`src/rtl/sdmac_pkg.sv`:
```
// Shared definitions for the SDMAC register-cycle sequencer.
//   - 3-bit state encoding for the host register-cycle FSM
//   - CNT_W: width of the wait counter shared by RWAIT and WD_ACC
//   - dec_t: decode inputs captured once in DECODE and held for the cycle
package sdmac_pkg;

  localparam int CNT_W = 4;

  localparam logic [2:0] IDLE   = 3'd0;
  localparam logic [2:0] DECODE = 3'd1;
  localparam logic [2:0] RWAIT  = 3'd2;
  localparam logic [2:0] WD_REQ = 3'd3;
  localparam logic [2:0] WD_ACC = 3'd4;
  localparam logic [2:0] ACK    = 3'd5;

  // Latched decode, stored active high.
  typedef struct packed {
    logic rw;      // 1 = read
    logic wd;      // access targets the WD33C93
    logic reg_we;  // write to control or address-counter register
    logic st;
    logic sp;
    logic clr;
    logic flush;
  } dec_t;

endpackage

```
`src/rtl/reg_cycle_ctrl_ff_sync.sv`:
```
// Two-flop synchroniser for an asynchronous, idle-high strobe.
// Ports:
//   clk   in  sampling clock
//   rst_n in  async active-low reset; both flops reset to 1 (strobe negated)
//   d     in  asynchronous input
//   q     out synchronised output
module ff_sync (
  input  logic clk,
  input  logic rst_n,
  input  logic d,
  output logic q
);

  logic meta_q;
  logic sync_q;

  always_ff @(posedge clk or negedge rst_n) begin
    if (!rst_n) begin
      meta_q <= 1'b1;
      sync_q <= 1'b1;
    end else begin
      // NOTE: non-blocking assignments make both flops sample the old values
      // at the same edge, which is what forms the two-stage chain.
      meta_q <= d;
      sync_q <= meta_q;
    end
  end

  assign q = sync_q;

endmodule

```
`src/rtl/reg_cycle_ctrl.sv`:
```
// Host register-cycle sequencer for the SDMAC register block.
// Synchronises AS_/DMAC_, captures the address decode, times internal
// register and WD33C93 accesses, arbitrates the SCSI chip port with the DMA
// engine (PORT_REQ/PORT_GNT) and terminates each cycle with DSACK_.
// Ports:
//   SCLK, _RST                  clock, async active-low reset
//   AS_, DMAC_                  async CPU strobes (synchronised here)
//   RW, WDREGREQ, CONTR_WR, ACR_WR, ST_DMA, SP_DMA, CLR_INT, FLUSH_
//                               address decode, captured in DECODE
//   PORT_GNT                    SCSI port grant from the DMA engine
//   DSACK_, REG_OE, REG_WE      cycle ack, read-data enable, write strobe
//   ST_P, SP_P, CLR_P, FLUSH_P  one-cycle command pulses
//   PORT_REQ, CSS_              SCSI port request, WD33C93 chip select
// All outputs are flops fed from the current state, so each trails the state
// register by one edge.
module reg_cycle_ctrl
  import sdmac_pkg::*;
#(
  parameter int REG_WAIT = 1,
  parameter int WD_WAIT  = 3
) (
  input  logic SCLK,
  input  logic _RST,
  input  logic AS_,
  input  logic DMAC_,
  input  logic RW,
  input  logic WDREGREQ,
  input  logic CONTR_WR,
  input  logic ACR_WR,
  input  logic ST_DMA,
  input  logic SP_DMA,
  input  logic CLR_INT,
  input  logic FLUSH_,
  input  logic PORT_GNT,
  output logic DSACK_,
  output logic REG_OE,
  output logic REG_WE,
  output logic ST_P,
  output logic SP_P,
  output logic CLR_P,
  output logic FLUSH_P,
  output logic PORT_REQ,
  output logic CSS_
);

  logic as_s;
  logic dmac_s;
  logic cyc;
  logic abort;
  logic first_ack;

  logic [2:0]       state_q,    state_d;
  logic [CNT_W-1:0] cnt_q,      cnt_d;
  dec_t             dec_q,      dec_d;
  logic             dsack_n_q,  dsack_n_d;
  logic             reg_oe_q,   reg_oe_d;
  logic             reg_we_q,   reg_we_d;
  logic             st_p_q,     st_p_d;
  logic             sp_p_q,     sp_p_d;
  logic             clr_p_q,    clr_p_d;
  logic             flush_p_q,  flush_p_d;
  logic             port_req_q, port_req_d;
  logic             css_n_q,    css_n_d;

  ff_sync u_sync_as   (.clk(SCLK), .rst_n(_RST), .d(AS_),   .q(as_s));
  ff_sync u_sync_dmac (.clk(SCLK), .rst_n(_RST), .d(DMAC_), .q(dmac_s));

  assign cyc   = !as_s && !dmac_s;
  assign abort = as_s;

  // Sequencer.
  always_comb begin
    // NOTE: every variable gets a hold default before the case so that no
    // path leaves it unassigned and a latch is inferred.
    state_d = state_q;
    cnt_d   = cnt_q;
    dec_d   = dec_q;
    case (state_q)
      IDLE: if (cyc) state_d = DECODE;
      DECODE: begin
        dec_d = '{rw:     RW,
                  wd:     WDREGREQ,
                  reg_we: !RW && (CONTR_WR || ACR_WR),
                  st:     ST_DMA,
                  sp:     SP_DMA,
                  clr:    CLR_INT,
                  flush:  !FLUSH_};
        if (abort)              state_d = IDLE;
        else if (WDREGREQ)      state_d = WD_REQ;
        else if (REG_WAIT == 0) state_d = ACK;
        else begin
          cnt_d   = CNT_W'(REG_WAIT - 1);
          state_d = RWAIT;
        end
      end
      RWAIT, WD_ACC: begin
        if (abort)             state_d = IDLE;
        else if (cnt_q == '0)  state_d = ACK;
        else                   cnt_d   = cnt_q - CNT_W'(1);
      end
      // Abort is tested first so a grant arriving with it is ignored.
      WD_REQ: begin
        if (abort) state_d = IDLE;
        else if (PORT_GNT) begin
          cnt_d   = CNT_W'(WD_WAIT - 1);
          state_d = WD_ACC;
        end
      end
      ACK:     if (abort) state_d = IDLE;
      default: state_d = IDLE;
    endcase
  end

  // Output next values. DSACK_ is still high during the first ACK cycle,
  // which marks ACK entry for the one-shot pulses.
  always_comb begin
    first_ack  = (state_q == ACK) && dsack_n_q;
    dsack_n_d  = (state_q != ACK);
    reg_oe_d   = (state_q == ACK) && dec_q.rw;
    reg_we_d   = first_ack && dec_q.reg_we;
    st_p_d     = first_ack && dec_q.st;
    sp_p_d     = first_ack && dec_q.sp;
    clr_p_d    = first_ack && dec_q.clr;
    flush_p_d  = first_ack && dec_q.flush;
    // Abort releases the SCSI port on the same edge the FSM leaves; in ACK
    // the request follows DSACK_ instead.
    port_req_d = (((state_q == WD_REQ) || (state_q == WD_ACC)) && !abort) ||
                 ((state_q == ACK) && dec_q.wd);
    css_n_d    = !((state_q == WD_ACC) && !abort);
  end

  always_ff @(posedge SCLK or negedge _RST) begin
    if (!_RST) begin
      state_q    <= IDLE;
      cnt_q      <= '0;
      dec_q      <= '0;
      dsack_n_q  <= 1'b1;
      reg_oe_q   <= 1'b0;
      reg_we_q   <= 1'b0;
      st_p_q     <= 1'b0;
      sp_p_q     <= 1'b0;
      clr_p_q    <= 1'b0;
      flush_p_q  <= 1'b0;
      port_req_q <= 1'b0;
      css_n_q    <= 1'b1;
    end else begin
      state_q    <= state_d;
      cnt_q      <= cnt_d;
      dec_q      <= dec_d;
      dsack_n_q  <= dsack_n_d;
      reg_oe_q   <= reg_oe_d;
      reg_we_q   <= reg_we_d;
      st_p_q     <= st_p_d;
      sp_p_q     <= sp_p_d;
      clr_p_q    <= clr_p_d;
      flush_p_q  <= flush_p_d;
      port_req_q <= port_req_d;
      css_n_q    <= css_n_d;
    end
  end

  assign DSACK_   = dsack_n_q;
  assign REG_OE   = reg_oe_q;
  assign REG_WE   = reg_we_q;
  assign ST_P     = st_p_q;
  assign SP_P     = sp_p_q;
  assign CLR_P    = clr_p_q;
  assign FLUSH_P  = flush_p_q;
  assign PORT_REQ = port_req_q;
  assign CSS_     = css_n_q;

endmodule

```
`config.mk`:
```
export PLATFORM = sky130hd
export DESIGN_NAME = reg_cycle_ctrl
export DESIGN_NICKNAME = d
export VERILOG_FILES = /design/src/rtl/sdmac_pkg.sv /design/src/rtl/reg_cycle_ctrl_ff_sync.sv /design/src/rtl/reg_cycle_ctrl.sv
export SDC_FILE = /design/constraint.sdc
export NUM_CORES = 1
export LEC_CHECK = 0
export BUFFER_PORTS_ARGS = -buffer_cell sky130_fd_sc_hd__buf_2
export CORE_MARGIN = 2
export CORE_UTILIZATION = 50
export DETAILED_ROUTE_END_ITERATION = 8
export PLACE_DENSITY = 0.73
export SYNTH_ARGS = -nofsm -noshare
export SYNTH_HDL_FRONTEND = slang
export SYNTH_SLANG_ARGS = --single-unit
```
`constraint.sdc`:
```
create_clock -name SCLK -period 2.1 [get_ports SCLK]
set_input_delay 0.42 -clock SCLK [delete_from_list [all_inputs] [get_ports SCLK]]
set_output_delay 0.42 -clock SCLK [all_outputs]
set_load 0.01 [all_outputs]
```
Word-level counts from Yosys, hierarchy flattened
Cells that the tools add are included.
Cells by class
  add/subtract/negate cells: 1
  muxes and demuxes: 16
  reduce and logical (&&, ||, !) cells: 26
  eq/ne operators: 16
Operators with widths (count)
  $mux W4: 6
  $mux W3: 6
  $pmux W3 S5: 1
  $ne A2 B2 Y1 const B: 7
  $logic_and A1 B1 Y1: 12
  $pmux W4 S3: 1
  $reduce_and A7 Y1: 1
  $eq A3 B2 Y1 const B: 2
  $eq A3 B3 Y1 const B: 2
  $ne A3 B2 Y1 const B: 2
  $logic_not A1 Y1: 5
  $logic_not A4 Y1: 1
  $reduce_and A4 Y1: 1
  $sub A4 B1 Y4 const B: 1
  $eq A3 B1 Y1 const B: 1
  $logic_not A3 Y1: 1
  $logic_or A1 B1 Y1: 3
  $ne A3 B3 Y1 const B: 1
  $reduce_bool A3 Y1: 1
  $mux W2: 1
  $ne A2 B1 Y1 const B: 1
  $reduce_or A2 Y1: 1
  $mux W1: 1
Word-level totals
  register bits: 27
  output and inout bits: 9
  word-level logic and storage cells: 81
  input bits: 13

Logic depth before layout (Yosys ltp)
  depth in word-level cells: 4
  gate-level depth with buffers: 6
  mapped depth without buffers: 6

Hierarchy
Synthesis repeated with hierarchy kept, for this count alone.
Unflattened totals
  cell total of the unflattened synthesis: 113
  area total of the unflattened synthesis: 1211.2 um^2
By module, submodules not included
  reg_cycle_ctrl: area each 1106.1 um^2, sequential area each 578.1 um^2, cells each 109, instances 1
  ff_sync: area each 52.6 um^2, sequential area each 52.6 um^2, cells each 2, instances 2

Least setup slack after synthesis
Ideal clock, no wire load.
  path kind: reg-to-reg
  start: register cnt_q[0]
  end: register cnt_q[0]
  path buffers: 0
  data arrival time: 1.522 ns
  data required time: 1.982 ns
  library setup time: 0.118 ns
  cell stages (with the launch flop): 7
  setup slack: 0.460 ns
  clock period less this slack: 1.640 ns
  path through: dfrtp_1 inv_1 ha_1 nor3b_2 a2111o_1 a21boi_4 a21o_1
On the way
  longest elaborated chain between the ends: 4
  elaborated cells between the ends (all ways): 7
  classes of those cells: add/sub (1); eq/ne (1); mux (3); reduce/logical (2)
RTL lines
  from (decl): RTL line reg_cycle_ctrl.sv:53  | logic [CNT_W-1:0] cnt_q, cnt_d;
  from (signal assigned): RTL line reg_cycle_ctrl.sv:148  | cnt_q <= cnt_d;
  $sub A4 B1 Y4: RTL line reg_cycle_ctrl.sv:99  | else cnt_d = cnt_q - CNT_W'(1);
  $mux W4: RTL line reg_cycle_ctrl.sv:98  | else if (cnt_q == '0) state_d = ACK;
  $mux W4: RTL line reg_cycle_ctrl.sv:97  | if (abort) state_d = IDLE;
  $pmux W4 S3: RTL line reg_cycle_ctrl.sv:78  | case (state_q)
Parallel ways exist; a longest one is shown, timed or not. The select of a mux whose other input is x is not followed.
A chain may end at the register's enable or synchronous reset.

Final worst setup path
Same ends and word-level chain as after synthesis.

==> Implementation_results.wiki <==
{| class="wikitable"
! Metric !! Value
|-
| Achievable clock frequency || between 0.5 and 0.6 GHz
|-
| Average wire length per cell after detail routing || around 13 um
|-
| Area taken by multi-input logic gates || ~450 um^2
|-
| Share of Yosys cell area claimed by the top area cell type || 0.445
|-
| CORE AREA || 0.00223 mm^2
|-
| Skew final || 3.19 ps
|-
| Antenna Violating Nets Remaining || 0
|-
| Number of antenna violations at the first check in global routing || 0
|-
| Clock tree buffer depth || 2
|-
| Power density over cell area || 1230 mW/mm^2
|-
| Number of setup buffers added after CTS || 0
|-
| Slowest library cell on the worst path || a2111o_1
|-
| Placed wire-length estimate after detailed placement || 1.46 mm
|-
| Max reg flops || 7
|-
| Static leakage power || 0.678 nW
|-
| Startpoint Class || flip-flop
|-
| Fraction of final layout cells with drive strength greater than 1 || 0.267
|-
| Hold/Removal Path Class || in -> async
|-
| Number of max-capacitance violations reported || 0
|-
| Clock buffers created by TritonCTS || 3
|-
| Count of final setup violators || 0
|-
| # resized after CTS || 0
|-
| Max transition margin || 0.621
|-
| Net Switching || 0.000626 W
|-
| Top cells by area in the synthesized netlist || dfrtp_1 44%, dfstp_2 13%, nand2_1 5.7%, o21ai_0 3.0%, and2_1 2.6%
|-
| Number of buffers added on ports || 21
|-
| Part of the Yosys area used for sequential elements || 0.578
|-
| Total nets after synthesis || 126
|-
| Synthesized area divided by synthesized cell count || about 11 um^2
|-
| # DRC || 0
|-
| Endpoint of the worst-slack reg-to-reg timing path || cnt_q[0]
|-
| Post-route minimum period || 1780 ps
|-
| Required time at the endpoint of the critical path || 2340 ps
|-
| Number of sinks handled by clock tree synthesis || 27
|-
| First DRT Iteration DRCs || 16
|-
| Synth cell count leaders || 21 x dfrtp_1, 18 x nand2_1, 7 x o21ai_0
|-
| Standard-cell rows || 17
|-
| Met2 Use GR || 0.275
|-
| Die Height || around 53 um
|-
| Top-level port count || 22
|-
| # H-tree levels || 1
|-
| Clock Power Share || 0.143
|-
| Most instantiated flip-flop cell in the synthesis netlist || dfrtp_1
|-
| Largest area contributor in the netlist || dfrtp_1
|-
| Highest fanout seen on the critical path || 5
|-
| Number of cell instances on the worst register-to-register path || 6
|-
| Yosys warns || 0
|-
| Crit path buffers/inverters || 1
|-
| Global router's overall resource usage || 0.183
|-
| Final period utilization || 0.846
|-
| First-pass DRT Iterations || 4
|-
| Biggest registers after layout || dec_q (7), cnt_q (4), state_q (3)
|-
| Dpl cell area || 0.00130 mm^2
|-
| Switching part of the total || 0.383
|-
| Most used standard cell by instance count after synthesis || dfrtp_1
|-
| Vias in the first global route || 814
|-
| Global-route congestion overflow total || 0
|-
| Cells along the critical path || inv_1, ha_1, nor3b_2, a2111o_1, a21boi_4, a21o_1
|-
| Share of total power in sequential cells || 0.494
|-
| Final Net Count || 147
|-
| RSZ-0062 raised after global routing || no
|-
| Clock Pin Slew Worst Setup and Hold Paths || approximately 140 ps
|-
| Ratio of routed vias to standard cells || 5.27
|-
| Total vias in the final route || 838
|-
| Number of synthesized flops with an enable pin || 0
|-
| PnR worst setup slack || 322 ps
|-
| Element type at the critical path end || flip-flop
|-
| Clock tree from TritonCTS || done
|-
| Pre-CTS setup slack || 340 ps
|-
| Post-CTS Hold Buffers || 0
|-
| Slew Viols, Final || 0
|-
| Initial Util || 0.529
|-
| X dimension of the die || 52.6 um
|-
| Crit Path Class || reg -> reg
|-
| Critical path's top delay family || compound AO/OA/AOI/OAI gates
|-
| Capture point of the worst path || cnt_q[0]
|-
| Post-synthesis instance area || 0.00118 mm^2
|-
| Peak-usage layer in the global routing report || met2
|-
| Area enclosed by the die boundary || approximately 0.0028 mm^2
|-
| Final setup TNS || 0 ps
|-
| Design Area, Final || ~0.0013 mm^2
|-
| Number of library cell types mapped by synthesis || 33
|-
| Area growth, synth to finish || 12.4%
|-
| Global placement routability congestion || 0.769
|-
| Clock latency on the worst-skew pair || between 300 and 400 ps
|-
| Total of flip-flops plus latches after synthesis || 27
|-
| Global-route track usage on met3 || 0.0343
|-
| Combinational share of power || 0.363
|-
| Transition time of the tightest slew-check pin || approximately 570 ps
|-
| Filler instances || 192
|-
| Stages on the worst setup path || 6
|-
| Total detailed-routing wirelength || 2.01 mm
|-
| FF-to-FF Start || cnt_q[0]
|-
| Number of hold violations in the final report || 0
|-
| CTS Root Buffer Type || clkbuf_4
|-
| Peak ir drop on the vdd network || 0.638 mV
|-
| Setup slack, reg-to-reg || between 300 and 400 ps
|-
| Internal || 0.00101 W
|-
| Met1 usage || 0.254
|-
| Global-route wire length before repair || about 3.6 mm
|-
| Worst EP arrival || 2020 ps
|-
| Most flops, register || dec_q
|-
| Number of standard cells after synthesis || around 110
|-
| Result of the run || completed
|-
| Maximum single-stage delay on the critical path || 450 ps
|-
| Flip-flop and latch area || 683 um^2
|-
| # diodes || 0
|-
| Largest net degree at the start of global routing || 28
|-
| Async set-or-reset flop fraction in the synthesized netlist || 1.00
|-
| Critical path launch point || cnt_q[0]
|}
==> per-stage QoR <==
| stage | utilization | total power (W) | hold WS, ps | instances |
|---|---|---|---|---|
| finish | 0.594 | 0.00163 | 53.7 | 159 |
| global route | 0.594 | 0.00178 | 88.8 | 159 |
| CTS | 0.594 | 0.00164 | 73.8 | 159 |
| detailed placement | 0.581 | 0.00141 | 347 | 155 |
| global placement | 0.581 | 0.00138 | 346 | 155 |
| floorplan | - | 0.00127 | 124 | 111 |
==> kinds of logic (layout without fill, tap and decap cells) <==
group,Yosys count,count (layout),share of synthesized area
simple gates,46,46,0.202
flops,27,27,0.578
compound gates,23,23,0.143
buf+inv,11,31,0.0392
fa+ha+maj,2,2,0.0212
xor+xnor,1,1,0.00742
mux,1,1,0.00847
==> cell usage in the layout, fill, tap and decap left out, drive strengths merged, types with 5 or more instances in the layout <==
master  instances
nand2          18
inv             6
dfstp           6
buf            21
o21ai           7
dfrtp          21
nor2            6
nand2b          6
and2            5
==> area by class of cell <==
type | count | area share
Clock buffer | 3 | 0.0170
Clock inverter | 1 | 0.00566
Inverter | 6 | 0.0170
Multi-Input combinational cell | 73 | 0.340
Sequential cell | 27 | 0.515
Tap cell | 28 | 0.0264
Timing Repair Buffer | 21 | 0.0792
==> worst min-delay path by stage <==
stage                       start            end  slack, ps  cells after the start
4_1_cts                      _RST       PORT_REQ         70                      1
5_1_grt                      _RST       PORT_REQ         90                      1
2_1_floorplan                _RST          CLR_P        120                      0
3_3_place_gp   u_sync_dmac.meta_q  u_sync_dmac.q        350                      0
6_report                     _RST     state_q[2]         50                      1
3_5_place_dp   u_sync_dmac.meta_q  u_sync_dmac.q        350                      0
==> power groups by stage <==
stage / Combinational, W / Sequential, W / Clock (W)
5_1_grt: 0.000688 / 0.000828 / 0.000264
2_1_floorplan: 0.000519 / 0.000748 / 0
4_1_cts: 0.000600 / 0.000805 / 0.000239
3_3_place_gp: 0.000571 / 0.000807 / 0
3_5_place_dp: 0.000597 / 0.000815 / 0
6_report: 0.000593 / 0.000806 / 0.000233
==> per-layer routing <==
layer  wire length, um  share of wire
met5                 0              0
met4                44          0.022
met3                97          0.048
met2               951           0.47
met1               913           0.46
Power figures use the tool's default switching activity.
